**config.mk**
```make
export PLATFORM = sky130hd
export DESIGN_NAME = gon_tag_scheduler
export DESIGN_NICKNAME = d
export VERILOG_FILES = /design/src/rtl/gon_tag_scheduler.sv
export SDC_FILE = /design/constraint.sdc
export NUM_CORES = 1
export LEC_CHECK = 0
export BUFFER_PORTS_ARGS = -buffer_cell sky130_fd_sc_hd__clkbuf_2
export CAP_MARGIN = 20
export CORE_MARGIN = 10
export CORE_UTILIZATION = 40
export CTS_BUF_LIST = sky130_fd_sc_hd__clkbuf_8
export DETAILED_ROUTE_END_ITERATION = 10
export PLACE_DENSITY = 0.61
export SETUP_SLACK_MARGIN = 0.15
export SYNTH_ARGS = -nofsm -noshare
export SYNTH_HDL_FRONTEND = slang
export SYNTH_SLANG_ARGS = --single-unit
```
**constraint.sdc**
```tcl
create_clock -name clk -period 4 [get_ports clk]
set_input_delay 0.8 -clock clk [delete_from_list [all_inputs] [get_ports clk]]
set_output_delay 0.8 -clock clk [all_outputs]
set_load 0.01 [all_outputs]
```
**src/rtl/gon_tag_scheduler.sv**
```systemverilog
// gon_tag_scheduler
//   Drives the tag write side of the GON output path. It walks the active
//   PE sub-array (cfg_num_rows x cfg_num_cols) in row-major order for
//   cfg_num_passes sweeps. Each {row, col} tag is pushed into the tags FIFO,
//   and the FIFO full flag stalls the walk. The block then counts the data
//   words the consumer drains and pulses done once every issued tag has
//   produced a word.
//
// Ports
//   clk, reset            : clock, async active-high reset
//   start, abort          : job start (IDLE only), synchronous abort (any state)
//   cfg_num_rows/cols/
//   cfg_num_passes        : job geometry, latched on an accepted start
//   tags_full             : tags FIFO full (backpressure)
//   tags_wr_en            : tag write strobe (combinational)
//   row_tag, col_tag      : current tag (registered counters)
//   data_rd_en, data_empty: consumer read strobe / data FIFO empty (observed)
//   busy                  : high in ISSUE and DRAIN
//   done                  : one-cycle completion pulse
//   cfg_error             : one-cycle pulse on an illegal config
module gon_tag_scheduler #(
   parameter int ROW_TAG_WIDTH = 4,
   parameter int COL_TAG_WIDTH = 4,
   parameter int NUM_OF_ROWS   = 12,
   parameter int NUM_OF_COLS   = 14,
   parameter int PASS_WIDTH    = 16
) (
   input  logic                     clk,
   input  logic                     reset,
   input  logic                     start,
   input  logic                     abort,
   input  logic [ROW_TAG_WIDTH-1:0] cfg_num_rows,
   input  logic [COL_TAG_WIDTH-1:0] cfg_num_cols,
   input  logic [PASS_WIDTH-1:0]    cfg_num_passes,
   input  logic                     tags_full,
   output logic                     tags_wr_en,
   output logic [ROW_TAG_WIDTH-1:0] row_tag,
   output logic [COL_TAG_WIDTH-1:0] col_tag,
   input  logic                     data_rd_en,
   input  logic                     data_empty,
   output logic                     busy,
   output logic                     done,
   output logic                     cfg_error
);

   localparam int RW = ROW_TAG_WIDTH;
   localparam int CLW = COL_TAG_WIDTH;
   localparam int PW = PASS_WIDTH;
   // Word counters hold rows*cols*passes without overflow.
   localparam int CW = PW + RW + CLW;
   localparam logic [RW-1:0]  MAX_ROWS = RW'(NUM_OF_ROWS);
   localparam logic [CLW-1:0] MAX_COLS = CLW'(NUM_OF_COLS);

   typedef enum logic [1:0] {IDLE, ISSUE, DRAIN, DONE} state_t;

   state_t          state_q, state_d;
   logic [RW-1:0]   rows_q, rows_d, row_q, row_d;
   logic [CLW-1:0]  cols_q, cols_d, col_q, col_d;
   logic [PW-1:0]   passes_q, passes_d, pass_q, pass_d;
   logic [CW-1:0]   total_q, total_d;
   logic [CW-1:0]   issued_q, issued_d;
   logic [CW-1:0]   rcvd_q, rcvd_d;
   logic            busy_q, busy_d;
   logic            done_q, done_d;
   logic            cfg_error_q, cfg_error_d;

   logic            cfg_bad;
   logic            rd_hit;

   assign tags_wr_en = (state_q == ISSUE) & ~tags_full;
   assign row_tag    = row_q;
   assign col_tag    = col_q;
   assign busy       = busy_q;
   assign done       = done_q;
   assign cfg_error  = cfg_error_q;

   assign cfg_bad = (cfg_num_rows == '0) || (cfg_num_cols == '0) ||
                    (cfg_num_passes == '0) ||
                    (cfg_num_rows > MAX_ROWS) || (cfg_num_cols > MAX_COLS);

   // A read only counts while data is present; holding at total makes an
   // over-reading consumer saturate instead of wrapping.
   assign rd_hit = data_rd_en & ~data_empty & (rcvd_q != total_q);

   always_comb begin
      state_d     = state_q;
      rows_d      = rows_q;
      cols_d      = cols_q;
      passes_d    = passes_q;
      total_d     = total_q;
      row_d       = row_q;
      col_d       = col_q;
      pass_d      = pass_q;
      issued_d    = issued_q;
      rcvd_d      = rcvd_q;
      busy_d      = busy_q;
      done_d      = 1'b0;
      cfg_error_d = 1'b0;

      if (abort) begin
         state_d  = IDLE;
         row_d    = '0;
         col_d    = '0;
         pass_d   = '0;
         issued_d = '0;
         rcvd_d   = '0;
         busy_d   = 1'b0;
      end else begin
         unique case (state_q)
            IDLE: begin
               if (start) begin
                  rows_d   = cfg_num_rows;
                  cols_d   = cfg_num_cols;
                  passes_d = cfg_num_passes;
                  total_d  = CW'(cfg_num_rows) * CW'(cfg_num_cols) *
                             CW'(cfg_num_passes);
                  row_d    = '0;
                  col_d    = '0;
                  pass_d   = '0;
                  issued_d = '0;
                  rcvd_d   = '0;
                  if (cfg_bad) begin
                     cfg_error_d = 1'b1;
                  end else begin
                     state_d = ISSUE;
                     busy_d  = 1'b1;
                  end
               end
            end
            ISSUE: begin
               if (rd_hit) rcvd_d = rcvd_q + CW'(1);
               if (tags_wr_en) begin
                  issued_d = issued_q + CW'(1);
                  if (col_q == cols_q - CLW'(1)) begin
                     col_d = '0;
                     if (row_q == rows_q - RW'(1)) begin
                        row_d  = '0;
                        pass_d = pass_q + PW'(1);
                        if (pass_q == passes_q - PW'(1)) state_d = DRAIN;
                     end else begin
                        row_d = row_q + RW'(1);
                     end
                  end else begin
                     col_d = col_q + CLW'(1);
                  end
               end
            end
            DRAIN: begin
               if (rd_hit) rcvd_d = rcvd_q + CW'(1);
               // issued equals total once the walk has finished
               if (rcvd_q == issued_q) begin
                  state_d = DONE;
                  done_d  = 1'b1;
                  busy_d  = 1'b0;
               end
            end
            DONE: begin
               state_d = IDLE;
            end
            default: state_d = IDLE;
         endcase
      end
   end

   always_ff @(posedge clk or posedge reset) begin
      if (reset) begin
         state_q     <= IDLE;
         rows_q      <= '0;
         cols_q      <= '0;
         passes_q    <= '0;
         total_q     <= '0;
         row_q       <= '0;
         col_q       <= '0;
         pass_q      <= '0;
         issued_q    <= '0;
         rcvd_q      <= '0;
         busy_q      <= 1'b0;
         done_q      <= 1'b0;
         cfg_error_q <= 1'b0;
      end else begin
         state_q     <= state_d;
         rows_q      <= rows_d;
         cols_q      <= cols_d;
         passes_q    <= passes_d;
         total_q     <= total_d;
         row_q       <= row_d;
         col_q       <= col_d;
         pass_q      <= pass_d;
         issued_q    <= issued_d;
         rcvd_q      <= rcvd_d;
         busy_q      <= busy_d;
         done_q      <= done_d;
         cfg_error_q <= cfg_error_d;
      end
   end

endmodule

```
## Word-level counts from Yosys, hierarchy flattened

Cells that the tools add are included.

- Add/subtract/negate cells: 8
- Multiply operators: 2
- Divide/modulo/power cells: 0
- Order comparisons: 2
- Eq/ne operators: 16
- Shift operators: 0
- Mux-type cells: 44
- Bitwise operators: 6
- Reductions and logical operators: 19

Operators by type and width:

| cell | number |
|---|---|
| $mux W24 | 5 |
| $pmux W24 S2 | 2 |
| $mux W16 | 5 |
| $add A24 B1 Y24 const B | 2 |
| $mux W4 | 8 |
| $pmux W16 S2 | 1 |
| $eq A24 B24 Y1 | 1 |
| $mul A8 B16 Y24 | 1 |
| $ne A24 B24 Y1 | 1 |
| $add A16 B1 Y16 const B | 1 |
| $eq A16 B16 Y1 | 1 |
| $logic_not A16 Y1 | 1 |
| $mux W2 | 8 |
| $pmux W4 S2 | 2 |
| $sub A16 B1 Y16 const B | 1 |
| $ne A3 B3 Y1 const B | 4 |
| $mux W1 | 11 |
| $ne A3 B2 Y1 const B | 3 |
| $reduce_and A3 Y1 | 3 |
| $reduce_bool A3 Y1 | 3 |
| $add A4 B1 Y4 const B | 2 |
| $eq A4 B4 Y1 | 2 |
| $gt A4 B4 Y1 const B | 2 |
| $logic_not A4 Y1 | 2 |
| other kinds (15) | 25 |

- Flip-flop bits (word level): 125
- Latch bits: 0
- RAM bits: 0
- ROM bits: 0
- Bits of input ports: 31
- Output and inout bits: 12
- Logic and storage cells: 110
- Memories: 0

## Logic depth before layout (Yosys ltp)

- Word-level depth: 9
- Gate-level depth with buffers: 29
- Depth with buffers taken out: 27

## Least setup slack after synthesis

Ideal clock, no wire load.

- Path kind: input-to-reg
- Start: input cfg_num_rows[0]
- End: register total_q[23]
- Setup time: 82 ps
- Arrival: 7521 ps
- Data required time: 3918 ps
- Setup slack: -3603 ps
- Stages on the path: 27
- Buffers on the path: 2
- Cell sequence: clkbuf_1 > nand2_1 > fa_1 > inv_1 > fa_1 > ha_1 > a21o_1 > a21oi_1 > o21bai_1 > a21oi_1 > xnor2_1 > clkbuf_1 > and2_1 > fa_1 > inv_1 > fa_1 > fa_1 > fa_1 > inv_1 > ha_1 > a2111o_1 > o211ai_1 > a21oi_1 > o21ai_1 > a311oi_1 > or3_1 > a31oi_1

- Word-level cells in the longest chain between the ends: 2

Ends and longest elaborated chain:

| item | line | RTL |
|---|---|---|
| from (decl) | 32 | `input logic [ROW_TAG_WIDTH-1:0] cfg_num_rows,` |
| $mul A4 B4 Y8 | 115 | `total_d = CW'(cfg_num_rows) * CW'(cfg_num_cols) *` |
| $mul A8 B16 Y24 | 115 |  |
| to (signal assigned) | 185 | `total_q <= total_d;` |
| to (decl) | 60 | `logic [CW-1:0] total_q, total_d;` |

No other way between the ends.
A chain may end at the register's enable or synchronous reset.

## Final worst setup path

- Start: input cfg_num_rows[2]
- End: register total_q[23]

Same word-level chain as after synthesis.

==> out/qor.csv <==
stage,metric,value,unit
critical_path,critical_path_class,in2reg,
flow_run,maxCapViolCount,0,
sta,slew_viol_final,0,
global_routing,grt-ovfl-total,0,
drt,wl_met2,13.1,mm
place,dpl_worst_slack,-3.25,ns
yosys,synth-seq-cells,125,
sta,clock-skew-final,0.00918,ns
cts,clk_path_buf_depth,2,
cts,clk_latency,0.45,ns
cts,htree_levels,4,
place,io_buffers,42,
cts,cts_root_buf,clkbuf_8,
yosys,syn_nets,1471,
yosys,netlist_area,11300,sq um
place,dpl.hpwl,21.4,mm
critical_path,cp.required,4.37,ns
yosys,synth_flop_cell,dfrtp_1,
final_layout,nets,1607,
drt,top_layer_used,met4,
sta,fin_ws,-2.66,ns
sta,hold_viol,0,
sta,setup_viol,21,
drt,wl_per_cell,15.2,um
drt,drcViolationCount,0,
critical_path,end_kind,flip-flop,
sta,worst_pin_slew,0.898,ns
global_routing,grt_pass1_vias,9113,
place,post_dp_cell_area,12700,sq um
drt,drt_first_pass_iters,5,
yosys,syn_area_per_cell,8.78,sq um
drt,dr_wl_met3,653,um
die,rows,61,
final_layout,utilization,49.9,%
final_layout,diodes,0,
worst_hold_path,hold-path-cell-count,2,
power_and_ir_drop,p_per_area,817,nW/um^2
worst_hold_path,hold-path-endpoint,total_q[0],
yosys,synth_edf_count,0,
drt,drt_iter0_markers,534,
drt,ant_nets,0,
status,outcome,"complete, but fails checks",
global_routing,antenna_found_initial,0,
power_and_ir_drop,power.leakage,6.44,nW
cts,clkTransAtPathRegs,0.08,ns
sta,max-slew-margin-rel,40.0,%
sta,fmax,150,MHz
sta,min_period,6.66,ns
cts,cts_tree,done,
critical_path,r2r_slack,0.97,ns
drt,drt-vias-per-instance,5.01,
die,ioPinCount,43,
critical_path,critPathMaxFanout,5,
die,die_x,188,um
worst_hold_path,hold_class,reg2reg,
yosys,async_reset_ff_share,100,%
yosys,synthDistinctLibCells,64,
critical_path,critPathArrivalTime,7.04,ns
place,gp_congestion,0.844,
global_routing,grt_pass1_wl,45.9,mm
cts,cts_made_buffers,17,
worst_hold_path,hp-start,total_q[0],
sta,post-route-period-util,167,%
final_layout,drive_gt1_share,22.5,%
final_layout,mostFrequentLayoutCell,nand2_1,
sta,rsz0062_at_grt,true,
final_layout,final_cells,1812,
critical_path,reg2regPathDepth,10,
cts,cts_sinks,125,
yosys,synthCells,1285,
critical_path,worst_setup_path_start_kind,input pin,
power_and_ir_drop,p_total,11.3,mW
die,die_y,188,um
global_routing,grt_max_degree,126,
final_layout,syn_to_final_growth,22.9,%
drt,wl_met1,13.6,mm
cts,cts_hold_buf,0,
critical_path,r2r-start,state_q[1],
status,violations,setup timing,
die,core,27800,sq um
yosys,ys_warn_count,0,
power_and_ir_drop,ir_worst_vdd,0.668,mV
critical_path,rr_endpoint,issued_q[22],
yosys,ys_seq_area_share,27.7,%
drt,wl,27.6,mm
drt,vias,9084,
final_layout,mostFrequentLayoutCells,"nand2_1, dfrtp_1, inv_1",
place,placed_cells,1762,
die,initial_utilization,40.6,%
final_layout,num-fill-cells,2619,
global_routing,track_usage,15.5,%
die,die_area,35300,sq um
final_layout,postLayoutCellArea,13900,sq um
[critical path: stages]
cell and delay, ns:
buf_8 0.08, nand2_4 0.04, fa_1 0.56, inv_2 0.04
fa_1 0.48, ha_1 0.30, a21o_1 0.16, a21oi_2 0.14
o21bai_1 0.10, a21oi_2 0.18, xnor2_2 0.14, and2_4 0.18
fa_1 0.47, inv_1 0.05, fa_1 0.49, fa_1 0.43
fa_1 0.51, inv_2 0.05, ha_4 0.21, a2111o_1 0.42
o211ai_1 0.27, a21oi_2 0.11, o21ai_2 0.17, a311oi_2 0.12
or3_1 0.38, a31oi_1 0.15
[synthesized netlist by cell type (12+ instances only)]
cell type  number  area share, %
nor2b_1        18            1.0
and2_1         87            4.8
xor2_1         74            5.7
ha_1           67            7.4
nor3_1         17           0.75
inv_1         138            4.6
nand4_1        18            1.0
fa_1           88             16
clkbuf_1       53            1.8
xnor2_1        67            5.2
or3_1          17           0.94
nor4_1         17           0.94
nand3_1        28            1.2
dfrtp_1       125             28
and3_1         16           0.89
nand2_1       183            6.1
o21ai_0        48            2.1
o21ai_1        13           0.58
a21oi_1        35            1.6
nor2_1         76            2.5
nand2b_1       12           0.67
[stage by stage]
stage	TNS [ns]	hold slack (ns)
2_1_floorplan	-47.13	0.458
3_3_place_gp	-55.07	0.481
3_5_place_dp	-55.64	0.493
4_1_cts	-42.49	0.510
5_1_grt	-45.55	0.525
6_report	-41.69	0.503
[logic make-up (layout without fill, tap and decap cells)]
kind of cell / after synthesis / after routing / synth area share (%)
simple gates: 515 / 515 / 23.0
buf+inv: 193 / 342 / 6.44
fa+ha+maj: 155 / 155 / 23.0
compound gates: 146 / 146 / 7.75
xor+xnor: 143 / 143 / 11.3
flops: 125 / 125 / 27.7
mux: 8 / 8 / 0.732
[where the power goes]
group          switching, mW  internal [mW]
combinational           4.10           4.24
clock                  0.532          0.632
sequential             0.289           1.53
total                   4.92           6.40
[worst max-delay path by stage]
stage,startpoint,slack (ns),endpoint
global route,cfg_num_rows[2],-2.89,total_q[23]
global placement,cfg_num_rows[2],-3.22,total_q[23]
CTS,cfg_num_cols[1],-2.65,total_q[23]
floorplan,cfg_num_rows[0],-2.98,total_q[23]
detailed placement,cfg_num_rows[2],-3.25,total_q[23]
finish,cfg_num_rows[2],-2.66,total_q[23]
[what timing repair did]
action | in CTS | in global routing
endpoints found under the setup margin | 21 | 21
resized for setup | 75 | 52
gates cloned | 0 | 0
pin swaps | 62 | 40
buffers inserted | 7 | 10
[layout make-up]
class | instances | area [sq um] | share of cell area (%)
clock buffer | 18 | 248 | 1.79
clock inverter | 14 | 166 | 1.20
inverter | 138 | 524 | 3.78
multi-input combinational | 967 | 8030 | 57.9
sequential | 125 | 3130 | 22.6
tap | 378 | 473 | 3.41
timing repair buffer | 172 | 1300 | 9.37
[state kept, by name, indices dropped and copies added, names as in the netlist]
| signal | flops |
|---|---|
| pass_q | 16 |
| rcvd_q | 24 |
| cfg_error | 1 |
| busy | 1 |
| issued_q | 24 |
| done | 1 |
| rows_q | 4 |
| col_tag | 4 |
| cols_q | 4 |
| total_q | 24 |
| row_tag | 4 |
| passes_q | 16 |
| state_q | 2 |
[layer usage]
metal,global-route usage [%],vias to the layer above
met3,1.86,21
met5,0,-
met2,25.1,120
met1,21.7,4511
met4,3.51,0
li1,-,4432
Power figures use the tool's default switching activity.
